## src/rtl/ifetch_pkg.sv

```systemverilog
// Shared CPU constants and the fetch-entry record used by the fetch front end.
package ifetch_pkg;

  localparam int unsigned INST_W = 32;
  localparam int unsigned PC_W = 32;
  localparam logic [PC_W-1:0] PC_STEP = 32'd4;

  typedef struct packed {
    logic [PC_W-1:0]   pc;
    logic [INST_W-1:0] inst;
  } fetch_entry_t;

endpackage

```

## src/rtl/ifetch_fifo2.sv

```systemverilog
// Two-entry synchronous FIFO of {pc, inst} records with flush; head is shown combinationally.
module ifetch_fifo2 import ifetch_pkg::*; (
  input  logic         clk_i,
  input  logic         rst_ni,
  input  logic         flush_i,
  input  logic         push_i,
  input  fetch_entry_t push_data_i,
  input  logic         pop_i,
  output fetch_entry_t head_o,
  output logic [1:0]   count_o
);

  fetch_entry_t mem_q [2];
  fetch_entry_t mem_d [2];
  logic         wr_ptr_q, wr_ptr_d;
  logic         rd_ptr_q, rd_ptr_d;
  logic [1:0]   count_q, count_d;

  // Next-state: flush wins over any push/pop in the same cycle.
  always_comb begin
    mem_d    = mem_q;
    wr_ptr_d = wr_ptr_q;
    rd_ptr_d = rd_ptr_q;
    count_d  = count_q;
    if (flush_i) begin
      wr_ptr_d = 1'b0;
      rd_ptr_d = 1'b0;
      count_d  = 2'd0;
    end else begin
      if (push_i) begin
        mem_d[wr_ptr_q] = push_data_i;
        wr_ptr_d        = ~wr_ptr_q;
      end
      if (pop_i) begin
        rd_ptr_d = ~rd_ptr_q;
      end
      count_d = count_q + 2'(push_i) - 2'(pop_i);
    end
  end

  // State register with synchronous active-low reset.
  always_ff @(posedge clk_i) begin
    if (!rst_ni) begin
      mem_q[0] <= '0;
      mem_q[1] <= '0;
      wr_ptr_q <= 1'b0;
      rd_ptr_q <= 1'b0;
      count_q  <= 2'd0;
    end else begin
      mem_q    <= mem_d;
      wr_ptr_q <= wr_ptr_d;
      rd_ptr_q <= rd_ptr_d;
      count_q  <= count_d;
    end
  end

  assign head_o  = mem_q[rd_ptr_q];
  assign count_o = count_q;

endmodule

```

## src/rtl/ifetch_unit.sv

```systemverilog
// Instruction fetch front end: PC, one-outstanding-request issue, bypass/FIFO return path and
// zero-bubble redirects. Optional address bounds check enabled by IFETCH_BOUNDS_CHECK_EN.
module ifetch_unit import ifetch_pkg::*; #(
  parameter logic [PC_W-1:0] RESET_PC = 32'h0000_0000,
  parameter int unsigned     IM_BYTES = 64
) (
  input  logic              clk,
  input  logic              rst_n,
  output logic [PC_W-1:0]   im_pc,
  input  logic [INST_W-1:0] im_inst,
  input  logic              redirect_valid,
  input  logic [PC_W-1:0]   redirect_pc,
  output logic              out_valid,
  input  logic              out_ready,
  output logic [INST_W-1:0] out_inst,
  output logic [PC_W-1:0]   out_pc
`ifdef IFETCH_BOUNDS_CHECK_EN
  ,
  output logic              fault
`endif
);

  logic [PC_W-1:0] fetch_pc_q, fetch_pc_d;
  logic            inflight_q, inflight_d;
  logic [PC_W-1:0] inflight_pc_q, inflight_pc_d;
  logic            fault_q, fault_d;

  logic [PC_W-1:0] cand_pc;
  logic            cand_bad;
  logic            credit_ok;
  logic            issue;
  logic            bypass;
  logic            pop;
  logic            fifo_push;
  logic            fifo_pop;
  fetch_entry_t    fifo_head;
  logic [1:0]      fifo_count;

  // Return path: bypass the in-flight word when the FIFO is empty, else present the head.
  always_comb begin
    cand_pc   = redirect_valid ? redirect_pc : fetch_pc_q;
    bypass    = (fifo_count == 2'd0);
    out_valid = rst_n & ~redirect_valid & (~bypass | inflight_q);
    out_pc    = '0;
    out_inst  = '0;
    if (rst_n) begin
      if (bypass) begin
        out_pc   = inflight_pc_q;
        out_inst = im_inst;
      end else begin
        out_pc   = fifo_head.pc;
        out_inst = fifo_head.inst;
      end
    end
    pop       = out_valid & out_ready;
    // A bypassed word taken this cycle never enters the FIFO.
    fifo_push = inflight_q & ~redirect_valid & ~(bypass & out_ready);
    fifo_pop  = pop & ~bypass;
    im_pc     = rst_n ? cand_pc : RESET_PC;
  end

`ifdef IFETCH_BOUNDS_CHECK_EN
  assign cand_bad = (cand_pc[1:0] != 2'b00) || (cand_pc > PC_W'(IM_BYTES - 4));
  assign fault    = rst_n & fault_q;
`else
  assign cand_bad = 1'b0;
`endif

  // Issue/credit: at most two words held or outstanding; a redirect frees all space.
  always_comb begin
    credit_ok = ({1'b0, fifo_count} + {2'b00, inflight_q}) <= (3'd1 + {2'b00, pop});
    fault_d   = fault_q;
    if (redirect_valid) begin
      issue   = ~cand_bad;
      fault_d = cand_bad;
    end else begin
      issue = credit_ok & ~fault_q & ~cand_bad;
      if (credit_ok & cand_bad) begin
        fault_d = 1'b1;
      end
    end
    fetch_pc_d    = issue ? cand_pc + PC_STEP : cand_pc;
    inflight_d    = issue;
    inflight_pc_d = issue ? cand_pc : inflight_pc_q;
  end

  // PC, in-flight tracking and sticky fault, synchronous active-low reset.
  always_ff @(posedge clk) begin
    if (!rst_n) begin
      fetch_pc_q    <= RESET_PC;
      inflight_q    <= 1'b0;
      inflight_pc_q <= '0;
      fault_q       <= 1'b0;
    end else begin
      fetch_pc_q    <= fetch_pc_d;
      inflight_q    <= inflight_d;
      inflight_pc_q <= inflight_pc_d;
      fault_q       <= fault_d;
    end
  end

  ifetch_fifo2 u_fifo (
    .clk_i       (clk),
    .rst_ni      (rst_n),
    .flush_i     (redirect_valid),
    .push_i      (fifo_push),
    .push_data_i ('{pc: inflight_pc_q, inst: im_inst}),
    .pop_i       (fifo_pop),
    .head_o      (fifo_head),
    .count_o     (fifo_count)
  );

endmodule

```

## config.mk

```make
export PLATFORM = sky130hd
export DESIGN_NAME = ifetch_unit
export DESIGN_NICKNAME = d
export VERILOG_FILES = /design/src/rtl/ifetch_pkg.sv /design/src/rtl/ifetch_fifo2.sv /design/src/rtl/ifetch_unit.sv
export SDC_FILE = /design/constraint.sdc
export NUM_CORES = 1
export LEC_CHECK = 0
export ABC_CLOCK_PERIOD_IN_PS = 3000
export BUFFER_PORTS_ARGS = -buffer_cell sky130_fd_sc_hd__buf_2
export CORE_ASPECT_RATIO = 1.5
export CORE_MARGIN = 3
export CORE_UTILIZATION = 51
export DETAILED_ROUTE_END_ITERATION = 7
export GPL_TIMING_DRIVEN = 0
export PLACE_DENSITY = 0.78
export SLEW_MARGIN = 0
export SYNTH_ARGS = -nofsm -noshare
export SYNTH_HDL_FRONTEND = slang
export SYNTH_HIERARCHICAL = 1
export SYNTH_SLANG_ARGS = --single-unit
```

## constraint.sdc

```tcl
create_clock -name clk -period 3 [get_ports clk]
set_clock_uncertainty 0.05 [all_clocks]
set_input_delay 0.3 -clock clk [delete_from_list [all_inputs] [get_ports clk]]
set_output_delay 0.3 -clock clk [all_outputs]
set_load 0.05 [all_outputs]
```

==> impl_metrics.yaml, run 1 <==
die:
  top_level_ports: 165
  core-area_sq_um: 19200
  initial_core_util_pct: 52.2
  core.rowCount: 62
  chipHeight_um: 178
  die_w_um: 121
  die_area_sq_um: 21500
critical_path:
  worst_r2r_endpoint: "fetch_pc_q[18]"
  r2r-start: "u_fifo/count_o[1]"
  critPathKind: "flop to flop"
  slowest_stage: "fa_2"
  critPathBufInv: 2
  arrival_ns: 3.18
  endpoint_kind: "flop"
  timing.reg2reg.setup_slack_ns: 0.1
  required_ns: 3.28
  critPathMaxFanout: 6
  path_common_cell: "nor2_4"
  critPathLaunchType: "flop"
  slowest_delay_ns: 0.44
  path_cells: "or2_4 > nor2_4 > nor2_4 > nand2_4 > inv_2 > fa_2 > or3b_4 > a32oi_4 > nand4_1 > buf_4 > o21ai_1 > o31ai_1"
  path_delay_family: "simple AND/OR/NAND/NOR gates"
  reg2regPathDepth: 12
worst_hold_path:
  whs_path_depth: 3
  holdPathEnd: "u_fifo/mem_q[27]"
  min-delay-start: "im_inst[27]"
  hp-class: "input pin to flop"
place:
  dp_hpwl_mm: 20.7
  io_buffers: 164
  globalplace.congestion: 0.934
  dp_slack_ns: -0.545
cts:
  cts_hold_buf: 0
  htreeDepth: 4
  cts_buffers: 17
  clk_latency_ns: 0.44
  clk_path_buf_depth: 2
  tritoncts: "built"
  clk_pin_slew_ns: 0.07
  cts.sinks: 197
  cts-root-buf: "clkbuf_16"
grt:
  grt_pass1_wl_mm: 44.6
  grtUsageTotal_pct: 26.0
  antenna_found_initial: 0
  grtUsageMet1_pct: 29.1
  grt_pass1_vias: 8926
  use_met3_pct: 4.43
  grt_busiest_layer: "met2"
  grt_remaining_overflow: 0
  grt_max_degree: 17
  grtUsageMet2_pct: 47.4
logic_synthesis:
  ys_seq_area_share_pct: 39.3
  yosysTopAreaCellShare_pct: 39.3
  avgSynthCellArea_sq_um: 8.56
  yosys_register_bits: 197
  syn_inst: 1173
  synth_area_leaders: "dfxtp_1, mux2i_1, nand2_1, mux2_2, a21oi_1"
  synth-edff-count: 0
  synthesis.area_sq_um: 10000
  synthFlopType: "dfxtp_1"
  yosys.area.top_type: "dfxtp_1"
  async_flop_share_pct: 0
  syn-num-nets: 1248
  yosysWarnings: 6
  ys_types: 50
routing:
  drtAntennaViolNets: 0
  drcViolationCount: 0
  drt_iter0_drc: 734
  vias: 9079
  first_pass_iters: 5
  wirelength_mm: 28.4
  post_drt_wl_per_cell_um: 17.3
  vias_per_cell: 5.53
pwr:
  p_switching_mw: 1.83
  seqPwrFrac_pct: 44.9
  p_comb_share_pct: 17.1
  clockPowerShare_pct: 37.9
  powerDensity_nw_per_um2: 511
  ir_drop_mv: 0.309
  p_sw_share_pct: 29.7
  intPower_mw: 4.34
  p_leak_nw: 5.55
  p_total_mw: 6.17
timing:
  worst_pin_slew_ns: 0.880
  period_share_pct: 96.7
  rsz0062_at_grt: "false"
  fin_crit_ns: 2.90
  finalSetupViolations: 0
  finalHoldViolCount: 0
  whs_ns: 0.0900
  setup_ws_ns: 0.0984
  max_freq_mhz: 345
  relSlewSlack_pct: 41.3
  tns_ns: 0
  final_max_slew_viol_count: 0
cells_and_area:
  antennaDiodeCount: 0
  postLayoutCoreUtil_pct: 62.8
  drive_above_1_share_pct: 26.2
  fin_nets: 1449
  syn_to_final_growth_pct: 20.2
outcome:
  outcome: "complete, no violations"
job:
  drv_cap: 0
## worst register-to-register path, stage by stage, from the launching register on
cell,delay [ns]
dfxtp_4,0.35
or2_4,0.24
nor2_4,0.10
nor2_4,0.05
nand2_4,0.06
inv_2,0.04
fa_2,0.44
or3b_4,0.41
a32oi_4,0.34
nand4_1,0.27
buf_4,0.24
o21ai_1,0.12
o31ai_1,0.08
## registers in the layout (all words and copies together) (netlist names)
name and count:
u_fifo/wr_ptr_q 1, fetch_pc_q 32, u_fifo/count_o 2, u_fifo/rd_ptr_q 1
u_fifo/mem_q 128, inflight_pc_q 32, inflight_q 1
## through the flow
stage / area [sq um] / cells
CTS: 12000 / 1642
finish: 12100 / 1643
global placement: 11200 / 1593
detailed placement: 11200 / 1593
floorplan: 10100 / 1173
global route: 12100 / 1643
## synth_stat cells (4+ instances only)
library cell,n
and2_1,4
buf_4,9
a211oi_1,31
clkbuf_1,36
nor3_1,9
mux2i_1,159
nand3_1,11
ha_1,6
a21oi_1,70
buf_12,6
o31ai_1,6
nor2_1,84
o31a_1,8
nor4_1,8
xnor2_1,9
buf_1,4
nand4b_1,4
nand4_1,9
buf_2,25
mux2_2,64
o21ai_0,10
nand2_1,346
inv_1,11
buf_6,8
nand3b_1,6
dfxtp_1,197
## cell usage in the layout, fill, tap and decap left out, types with 5 or more instances in the layout
cell | netlist | routed
inv_1 | 11 | 9
buf_12 | 6 | 6
nor4_1 | 8 | 6
o31ai_1 | 6 | 5
nor2_1 | 84 | 82
xnor2_1 | 9 | 8
ha_1 | 6 | 6
nor3_1 | 9 | 7
clkbuf_2 | 0 | 5
nand3_1 | 11 | 10
dfxtp_1 | 197 | 195
o21ai_0 | 10 | 7
buf_6 | 8 | 7
buf_2 | 25 | 189
clkbuf_16 | 0 | 17
a211oi_1 | 31 | 31
a21oi_1 | 70 | 70
mux2i_1 | 159 | 159
nand3b_1 | 6 | 6
mux2_2 | 64 | 64
nand4_1 | 9 | 9
nand2_1 | 346 | 342
clkbuf_1 | 36 | 31
o31a_1 | 8 | 8
buf_4 | 9 | 28
## repair_timing
| item | CTS | global route |
|---|---|---|
| pin swaps | 11 | 7 |
| setup endpoints to repair | 64 | 44 |
| resized for setup | 16 | 11 |
| setup buffers | 17 | 1 |
| cloned | 0 | 0 |
## layout make-up
type / count / area [sq um]
sequential: 197 / 3950
timing repair buffer: 182 / 956
buffer: 89 / 586
fill: 1711 / 7160
inverter: 11 / 45.0
tap: 256 / 320
multi-input combinational: 876 / 5620
clock buffer: 22 / 484
clock inverter: 10 / 120
## layer usage
metal | vias up | part of all wire, %
met5 | - | 0
met4 | 0 | 3.8
met3 | 80 | 5.1
met2 | 300 | 52
met1 | 4296 | 39
li1 | 4403 | -
## worst max-delay path by stage
| stage | endpoint | from | slack (ns) | cells after the start |
|---|---|---|---|---|
| 2_1_floorplan | fetch_pc_q[25] | redirect_valid | -0.12 | 13 |
| 3_3_place_gp | fetch_pc_q[31] | redirect_valid | -0.51 | 14 |
| 4_1_cts | fetch_pc_q[20] | u_fifo/count_o[1] | -0.02 | 11 |
| 3_5_place_dp | fetch_pc_q[24] | redirect_valid | -0.54 | 14 |
| 6_report | fetch_pc_q[18] | u_fifo/count_o[1] | 0.1 | 12 |
| 5_1_grt | out_pc[0] | u_fifo/count_o[0] | 0.01 | 7 |
## power groups by stage
stage	Combinational, mW	Sequential [mW]	Clock (mW)
after floorplan	0.744	2.81	0
after global placement	1.01	2.83	0
after detailed placement	1.02	2.83	0
after CTS	1.04	2.77	2.36
after global routing	1.13	2.78	2.47
final	1.06	2.77	2.34
## kinds of logic (layout without fill, tap and decap cells)
logic type	Yosys count	in the layout	synth area share, %
AO/OA/AOI/OAI	134	134	8.39
XOR/XNOR	13	13	1.27
adder cells (fa/ha/maj)	7	7	0.947
buffers and inverters	100	314	6.07
flip-flops	197	197	39.3
multiplexers	225	225	23.2
AND/OR/NAND/NOR	497	497	20.8
No activity file was read; power rests on OpenSTA's default activity.
==> inputs of run 2 (changes only) <==
- CELL_PAD_IN_SITES_DETAIL_PLACEMENT: unset -> 0
- CELL_PAD_IN_SITES_GLOBAL_PLACEMENT: unset -> 1
- CORE_UTILIZATION: 51 -> 38
==> run 2 against run 1 <==
  * Global-route usage decreased by 5.2 points
  * Core utilization decreased by 16 points
  * Fmax decreased by 1.9%
==> impl_metrics.yaml, run 2 (same netlist as run 1, synthesis figures left out) <==
grt:
  grt_max_degree: 18
  grt_pass1_vias: 8804
  antenna_found_initial: 0
  grtUsageTotal_pct: 20.8
  grt_remaining_overflow: 0
  grt_pass1_wl_mm: 47.4
critical_path:
  critPathMaxFanout: 5
  reg2regPathDepth: 12
  worst_r2r_endpoint: "fetch_pc_q[20]"
  arrival_ns: 3.28
  startpoint: "u_fifo/count_o[1]"
  timing.reg2reg.setup_slack_ns: 0.04
  critPathLaunchType: "flop"
  r2r-start: "u_fifo/count_o[1]"
  endpoint_kind: "flop"
  required_ns: 3.32
  critPathKind: "flop to flop"
routing:
  first_pass_iters: 4
  post_drt_wl_per_cell_um: 17.5
  drt_iter0_drc: 415
  drcViolationCount: 0
  vias_per_cell: 5.14
  drtAntennaViolNets: 0
  vias: 8833
  wirelength_mm: 30.1
die:
  top_level_ports: 165
  die_area_sq_um: 28500
  initial_core_util_pct: 38.7
  die_w_um: 139
  core.rowCount: 72
  chipHeight_um: 205
  core-area_sq_um: 25900
place:
  postPlaceCellArea_sq_um: 11300
  io_buffers: 164
  globalplace.congestion: 0.876
  dp_hpwl_mm: 22.4
timing:
  whs_ns: 0.0959
  relSlewSlack_pct: 37.4
  max_freq_mhz: 338
  tns_ns: 0
  finalSetupViolations: 0
  worst_pin_slew_ns: 0.939
  period_share_pct: 98.6
  final_max_slew_viol_count: 0
  fin_crit_ns: 2.96
  finalHoldViolCount: 0
  rsz0062_at_grt: "true"
cts:
  htreeDepth: 4
  cts_hold_buf: 0
  clk_latency_ns: 0.44
  cts.sinks: 197
  cts_buffers: 17
  clk_path_buf_depth: 2
  tritoncts: "built"
  cts-root-buf: "clkbuf_16"
  clk_pin_slew_ns: 0.08
cells_and_area:
  antennaDiodeCount: 0
  final_cell_mix: "nand2_1, dfxtp_1, buf_2"
  fin_nets: 1449
  syn_to_final_growth_pct: 20.8
  regMostFlops: "u_fifo/mem_q"
  largest_reg_flops: 128
  drive_above_1_share_pct: 26.4
  reg.largest.list: "u_fifo/mem_q (128), fetch_pc_q (32), inflight_pc_q (32)"
  postLayoutCoreUtil_pct: 46.8
  final_common_cell: "nand2_1"
  fin_area_sq_um: 12100
outcome:
  outcome: "complete, no violations"
pwr:
  p_leak_nw: 5.53
  p_total_mw: 6.05
  powerDensity_nw_per_um2: 499
  ir_drop_mv: 0.412
worst_hold_path:
  min-delay-start: "im_inst[15]"
  hp-class: "input pin to flop"
  holdPathEnd: "u_fifo/mem_q[15]"
  whs_path_depth: 3
job:
  drv_cap: 0
## run 2: where the power goes
group	internal, mW	total (mW)	switching [mW]
logic	0.314	1.07	0.752
clock network	1.15	2.21	1.06
registers	2.71	2.77	0.0678
total	4.17	6.05	1.88
## run 2: critical path, stage by stage (launching register included)
cell and delay, ns:
dfxtp_4 0.36, or2_4 0.26, nor2_4 0.10, nor2_4 0.06
nand2_4 0.07, inv_2 0.04, fa_2 0.45, or3b_4 0.42
a32oi_4 0.23, buf_6 0.16, nand4_1 0.22, o31a_1 0.38
nor3_2 0.11
## run 2: worst max path at each step
stage | endpoint | slack, ns | cells after the start
finish | fetch_pc_q[20] | 0.04 | 12
floorplan | fetch_pc_q[25] | -0.12 | 13
detailed placement | inflight_pc_q[1] | -0.65 | 14
global route | fetch_pc_q[20] | -0.07 | 12
global placement | inflight_pc_q[1] | -0.60 | 14
CTS | fetch_pc_q[25] | -0.005 | 11
## run 2: per-layer routing
metal | global-route usage (%) | share of wire, % | vias to the layer above
li1 | - | - | 4392
met1 | 24.6 | 42 | 4183
met2 | 38.8 | 52 | 217
met3 | 3.41 | 4.0 | 41
met4 | 5.87 | 1.8 | 0
met5 | 0 | 0 | -
## run 2: metrics by stage
step | cells | setup WS, ns
after floorplan | 1173 | -0.120
after global placement | 1670 | -0.602
after detailed placement | 1670 | -0.652
after CTS | 1714 | -0.00540
after global routing | 1719 | -0.0737
final | 1719 | 0.0424
## run 2: timing repair
item / CTS / global route
pin swaps: 6 / 6
endpoints found under the setup margin: 87 / 57
gates resized for setup: 17 / 17
buffers inserted: 13 / 5
## run 2: layout make-up
cell class                      instances  area, sq um
Fill cell                            2633        13800
Clock buffer                           18          429
Multi-Input combinational cell        876         5620
Buffer                                 89          592
Sequential cell                       197         3950
Tap cell                              333          417
Inverter                               11         45.0
Timing Repair Buffer                  182          960
Clock inverter                         13          124
